### config.mk
export PLATFORM = sky130hd
export DESIGN_NAME = alu_mul_sequencer
export DESIGN_NICKNAME = d
export VERILOG_FILES = /design/src/rtl/alu_pkg.sv /design/src/rtl/alu_mul_sequencer.sv
export SDC_FILE = /design/constraint.sdc
export NUM_CORES = 1
export LEC_CHECK = 0
export ABC_AREA = 1
export BUFFER_PORTS_ARGS = -buffer_cell sky130_fd_sc_hd__buf_4
export CORE_MARGIN = 5
export CORE_UTILIZATION = 27
export CTS_CLUSTER_DIAMETER = 100
export DETAILED_ROUTE_END_ITERATION = 16
export PLACE_DENSITY = 0.61
export SLEW_MARGIN = 20
export SYNTH_ARGS = -nofsm -noshare
export SYNTH_HDL_FRONTEND = slang
export SYNTH_SLANG_ARGS = --single-unit
export TNS_END_PERCENT = 30
### constraint.sdc
create_clock -name clk -period 1.1 [get_ports clk]
set_input_delay 0.055 -clock clk [delete_from_list [all_inputs] [get_ports clk]]
set_output_delay 0.055 -clock clk [all_outputs]
set_load 0.01 [all_outputs]
### src/rtl/alu_pkg.sv
// Shared definitions for the ALU slice chain and the shift-and-add multiply sequencer.
package alu_pkg;

  localparam logic [3:0] ALU_S_ADD    = 4'b1001;
  localparam logic [3:0] ALU_S_PASS_A = 4'b1111;
  localparam logic       ALU_M_ARITH  = 1'b0;
  localparam logic       ALU_M_LOGIC  = 1'b1;

  typedef logic [1:0] state_t;
  localparam state_t ST_IDLE = 2'd0;
  localparam state_t ST_STEP = 2'd1;
  localparam state_t ST_DONE = 2'd2;

  function automatic int cnt_width(input int w);
    return $clog2(w + 1);
  endfunction

endpackage

### src/rtl/alu_mul_sequencer.sv
// Shift-and-add multiplier control around an external 4-bit ALU slice chain.
// One partial-product step per cycle; product is {AR, MQ}.
module alu_mul_sequencer
  import alu_pkg::*;
#(
  parameter int   W        = 36,
  parameter logic CIN_NONE = 1'b0
) (
  input  logic           clk,
  input  logic           reset_n,
  input  logic           start_valid,
  output logic           start_ready,
  input  logic [W-1:0]   multiplicand,
  input  logic [W-1:0]   multiplier,
  output logic [3:0]     alu_s,
  output logic           alu_m,
  output logic           alu_cin,
  output logic [W-1:0]   alu_a,
  output logic [W-1:0]   alu_b,
  input  logic [W-1:0]   alu_f,
  input  logic           alu_cout,
  output logic           result_valid,
  input  logic           result_ready,
  output logic [2*W-1:0] product,
  output logic           busy
);

  localparam int               CNT_W    = cnt_width(W);
  localparam logic [CNT_W-1:0] CNT_LOAD = CNT_W'(W);

  state_t           state_q, state_d;
  logic [W-1:0]     ar_q, ar_d;
  logic [W-1:0]     mq_q, mq_d;
  logic [W-1:0]     br_q, br_d;
  logic [CNT_W-1:0] cnt_q, cnt_d;
  logic             add_step;
  logic             carry;

  // Only a STEP with MQ[0] set adds; every other cycle the chain passes A through.
  always_comb begin
    add_step = (state_q == ST_STEP) && mq_q[0];
    alu_s    = add_step ? ALU_S_ADD : ALU_S_PASS_A;
    alu_m    = add_step ? ALU_M_ARITH : ALU_M_LOGIC;
    alu_cin  = CIN_NONE;
    carry    = add_step & alu_cout;
  end

  always_comb begin
    state_d = state_q;
    ar_d    = ar_q;
    mq_d    = mq_q;
    br_d    = br_q;
    cnt_d   = cnt_q;
    case (state_q)
      ST_IDLE: begin
        if (start_valid) begin
          br_d    = multiplicand;
          mq_d    = multiplier;
          ar_d    = '0;
          cnt_d   = CNT_LOAD;
          state_d = ST_STEP;
        end
      end
      ST_STEP: begin
        // Carry-out lands in AR's MSB, so the 2W-bit product never overflows.
        {ar_d, mq_d} = {carry, alu_f, mq_q[W-1:1]};
        cnt_d        = cnt_q - CNT_W'(1);
        if (cnt_q == CNT_W'(1)) state_d = ST_DONE;
      end
      ST_DONE: begin
        if (result_ready) state_d = ST_IDLE;
      end
      default: state_d = ST_IDLE;
    endcase
  end

  always_ff @(posedge clk) begin
    if (!reset_n) begin
      state_q <= ST_IDLE;
      ar_q    <= '0;
      mq_q    <= '0;
      br_q    <= '0;
      cnt_q   <= '0;
    end else begin
      state_q <= state_d;
      ar_q    <= ar_d;
      mq_q    <= mq_d;
      br_q    <= br_d;
      cnt_q   <= cnt_d;
    end
  end

  assign start_ready  = (state_q == ST_IDLE);
  assign busy         = (state_q == ST_STEP);
  assign result_valid = (state_q == ST_DONE);
  assign product      = {ar_q, mq_q};
  assign alu_a        = ar_q;
  assign alu_b        = br_q;

endmodule
### Yosys cells after proc, flatten, opt, wreduce, memory -nomap -nowiden

Cells that the tools add are included.
W data, S select, Z words.

* flip-flop bits (word level): 116
* bits of input ports: 113
* output and inout port bits: 153
* logic and storage cells: 31

* add/sub/neg operators: 1
* equality and inequality tests: 6
* muxes and demuxes: 12
* bitwise logic cells: 1
* reduce and logical (&&, ||, !) cells: 6

Operators by type and width (count)
* $pmux W36 S2: 2
* $mux W36: 2
* $pmux W6 S2: 1
* $eq A6 B1 Y1 const B: 1
* $mux W2: 3
* $mux W6: 1
* $pmux W2 S3: 1
* $sub A6 B1 Y6 const B: 1
* $ne A2 B1 Y1 const B: 2
* $reduce_and A2 Y1: 2
* $mux W3: 1
* $reduce_and A3 Y1: 1
* $eq A2 B1 Y1 const B: 1
* $eq A2 B2 Y1 const B: 1
* $logic_not A2 Y1: 1
* $ne A2 B2 Y1 const B: 1
* $reduce_bool A2 Y1: 1
* $and A1 B1 Y1: 1
* $logic_and A1 B1 Y1: 1
* $mux W1: 1

### Depth between registers and ports, before layout

* depth in word-level cells: 4
* gate-level depth with buffers: 7
* depth with buffers taken out: 7

### Worst setup path after synthesis

OpenSTA, ideal clock, no wires.

* kind: reg-to-reg
* start point: reg state_q[1]
* end point: reg mq_q[31]
* library setup time: 0.074 ns
* data arrival time: 1.104 ns
* data required time: 1.026 ns
* path slack: -0.078 ns
* stages on the path, launching flop included: 7
* path buffers: 1
* clock period less this slack: 1.178 ns
* cells stage by stage: dfxtp_1 > nor2_2 > nand2_2 > inv_2 > buf_2 > nand2_1 > a31oi_1

* cells in the longest elaborated chain, start to end: 3
* elaborated cells between the ends (all ways): 6
* classes of those cells: eq/ne (2); mux (1); reduce/logical (3)

Ends and longest elaborated chain
* from (decl): RTL line alu_mul_sequencer.sv:31 `state_t state_q, state_d;`
* from (signal assigned): RTL line alu_mul_sequencer.sv:85 `state_q <= state_d;`
* $logic_not A2 Y1 (*)
* net start_ready: RTL line alu_mul_sequencer.sv:12 `output logic start_ready,`
* $ne A2 B2 Y1 (no line) or $reduce_bool A2 Y1 (tied branches)
* $reduce_and A2 Y1 (no line)
* to (signal assigned): RTL line alu_mul_sequencer.sv:87 `mq_q <= mq_d;`
* to (decl): RTL line alu_mul_sequencer.sv:33 `logic [W-1:0] mq_q, mq_d;`

Mark *: on every way through the listed nets, which the timed path passes. The rest lies on a longest branch.
A chain may end at the register's enable or synchronous reset.

### Final worst setup path

* start point: reg state_q[0]
* end point: reg mq_q[31]

* cells in the longest elaborated chain, start to end: 3
* elaborated cells between the ends (all ways): 6
* classes of those cells: eq/ne (2); mux (1); reduce/logical (3)

Ends and longest elaborated chain
* $eq A2 B1 Y1 or $logic_not A2 Y1 (tied branches): RTL line alu_mul_sequencer.sv:54 `case (state_q)`
* $reduce_bool A2 Y1 (no line) or $ne A2 B2 Y1 (tied branches)
* $reduce_and A2 Y1 (no line)

Parallel ways exist; a longest one is shown, timed or not.

==> run_results.csv <==
group,metric,value,unit
global_route,grt_pass1_wl,27280,microns
critical_path,worstReg2RegStart,"state_q[0]",
routing,viasPerCell,4.455,
synth,ys_seq_elements,116,
flow_run,maxCapViolations,0,
critical_path,critPathKind,"flop to flop",
die,die_area,0.01992,sq mm
synth,yosys.area.top_type,"dfxtp_1",
sta,setup_violations,120,
synth,syn_area,0.004644,sq mm
global_route,antenna_found_initial,0,
sta,rsz0062_at_grt,"true",
synth,ys_types,21,
power_and_ir_drop,power_switching,3.455,mW
critical_path,cp-end-kind,"flop",
critical_path,required,1420,ps
routing,drtIter0Drc,203,
synth,synth_area_leaders,"dfxtp_1, nand2_1, buf_4",
cts,path_clk_slew,50,ps
die,dieHeight,141.2,microns
power_and_ir_drop,seq_power_share,37.2,%
placed_design,dp_hpwl,10930,microns
sta,fin_ws,-202.0,ps
power_and_ir_drop,p_sw_share,27.10,%
layout,fin_nets,1087,
hold_path,hp-class,"input pin to flop",
status,status,"finished with violations",
power_and_ir_drop,peakVddDrop,1134,uV
power_and_ir_drop,combPwrFrac,22.6,%
synth,syn_area_per_cell,7.515,sq um
synth,netlist.area_leader.share,50.00,%
layout,drive_above_1_share,39.80,%
die,start_util,27.23,%
power_and_ir_drop,power.total,12.75,mW
synth,seq_area_frac_synth,50.00,%
synth,synth_cells,618,
sta,slew_viol_final,0,
placed_design,postPlaceCellArea,0.006699,sq mm
global_route,grt_pass1_vias,5314,
power_and_ir_drop,leakagePower,3.979,nW
critical_path,timing.rr.end,"mq_q[31]",
cts,cts.sinks,116,
hold_path,worstHoldEndpoint,"alu_b[3]",
routing,firstDrtPassIters,4,
die,fp-row-count,48,
cts,clockBufferDepth,2,
layout,diodes,0,
routing,postRouteWirelength,18360,microns
critical_path,rrSetupSlack,-200,ps
sta,finalCritPeriodShare,118.4,%
cts,cts-buffers-inserted,17,
cts,insertion_delay,410,ps
cts,htreeDepth,4,
sta,fmax,0.7681,GHz
power_and_ir_drop,p_int,9.295,mW
die,die_w,141.2,microns
sta,hold_viol_final,0,
routing,wl_per_cell,15.17,microns
cts,cts_tree,"yes",
routing,vias,5390,
critical_path,crit_start,"state_q[0]",
sta,fin_crit,1302,ps
global_route,grt_max_degree,47,
die,core_area,0.01706,sq mm
sta,skew,14.52,ps
routing,ant_nets,0,
global_route,grt-ovfl-total,0,
critical_path,cp-start-kind,"flop",
layout,design_area,0.008939,sq mm
global_route,grt_use_total,17.17,%
power_and_ir_drop,clkPwrFrac,40.1,%
status,failed_checks,"setup timing",
layout,finish.utilization,52.41,%
placed_design,portBuffers,262,
hold_path,hold_start,"multiplicand[3]",
placed_design,gp_congestion,0.7979,
synth,yosys_warnings,0,
routing,drc,0,
critical_path,crit_path_max_fanout,9,
layout,area_growth,92.46,%
critical_path,critical_path_arrival,1630,ps
die,num_io_pins,266,
cts,root_buffer,"clkbuf_16",
hold_path,holdPathStages,4,
power_and_ir_drop,power.density,1426,mW/mm^2
critical_path,reg2regPathDepth,6,
==> synth_stat cells, drive strengths merged <==
library cell  instances
ha                    2
nand4                 1
buf                  67
nand3                 6
o21ai                42
conb                  2
inv                  16
clkbuf               13
nor2                 85
a211oi                1
nand2               191
dfxtp               116
a21oi                41
a31oi                35
==> state kept, by name, summed over array words and instances, names as in the netlist <==
signal / count
alu_a: 36
alu_b: 36
cnt_q: 6
mq_q: 36
state_q: 2
==> cell usage in the layout, fill, tap and decap left out, types with 12 or more instances in the layout <==
cell	netlist	routed
buf_4	48	274
nand2_1	190	185
dfxtp_1	116	113
dlygate4sd3_1	0	109
nor2_1	83	76
a31oi_1	35	35
a21oi_1	41	30
o21ai_2	0	23
clkbuf_16	0	22
inv_1	15	12
==> repair_timing <==
item,in CTS,in global routing
setup buffers,7,1
cloned,3,7
hold buffers,109,0
endpoints found under the hold margin,110,0
setup endpoints to repair,120,122
resized for setup,67,46
pin swaps,10,17
==> cells by family (layout without fill, tap and decap cells) <==
| group | after synthesis | in the layout | synth area share [%] |
|---|---|---|---|
| AND/OR/NAND/NOR | 283 | 283 | 23.36 |
| flip-flops | 116 | 116 | 50.00 |
| buffers and inverters | 96 | 462 | 12.12 |
| AO/OA/AOI/OAI | 119 | 119 | 13.82 |
| other | 2 | 3 | 0.1617 |
| adder cells (fa/ha/maj) | 2 | 2 | 0.5387 |
==> worst max-delay path by stage <==
stage | endpoint | slack (ps) | cells past startpoint
6_report | mq_q[31] | -200 | 6
5_1_grt | alu_b[2] | -260 | 7
4_1_cts | alu_m | -200 | 5
3_5_place_dp | mq_q[28] | -180 | 5
3_3_place_gp | mq_q[23] | -120 | 5
2_1_floorplan | alu_s[1] | -60 | 5
==> worst max-delay path, cell delays in order, from the launching register on <==
cell,delay [ps]
dfxtp_2,330
buf_4,150
o21ai_4,160
buf_12,180
clkbuf_16,170
nand2_1,50
a31oi_1,160
==> power groups by stage <==
stage | clock network (mW) | registers, mW | logic (mW)
after floorplan | 0 | 4.92 | 0.894
after global placement | 0 | 4.81 | 2.11
after detailed placement | 0 | 4.82 | 2.11
after CTS | 5.25 | 4.74 | 2.66
after global routing | 5.46 | 4.79 | 3.12
final | 5.11 | 4.75 | 2.89
==> final cells by class <==
cell class              instances  area (sq um)
multi-input cells             407          1972
fillers                      1523          8118
inverters                      16         75.07
clock inverters                10         82.58
flip-flops and latches        116          2328
clock buffers                  22         464.2
well taps                     225         281.5
repair buffers                414          3735
==> metal layers <==
| layer | up-vias | global-route usage (%) | part of all wire, % | routed length, microns |
|---|---|---|---|---|
| met2 | 220 | 29.32 | 49 | 9018 |
| met1 | 2484 | 19.09 | 39 | 7241 |
| li1 | 2657 | - | - | - |
| met5 | - | 0 | 0 | 0 |
| met4 | 0 | 7.139 | 2.2 | 408 |
| met3 | 29 | 6.649 | 9.2 | 1693 |
==> metrics by stage <==
stage | setup TNS, ps | worst slack, ps | hold WS (ps) | cells
finish | -15660 | -202.0 | 20.45 | 1210
global route | -24040 | -256.8 | 16.50 | 1210
CTS | -15830 | -203.7 | 6.655 | 1202
detailed placement | -11080 | -181.6 | 309.8 | 1051
global placement | -8150 | -120.9 | 301.5 | 1051
floorplan | -166.4 | -56.29 | 182.1 | 619
(Power assumes the default switching activity.)
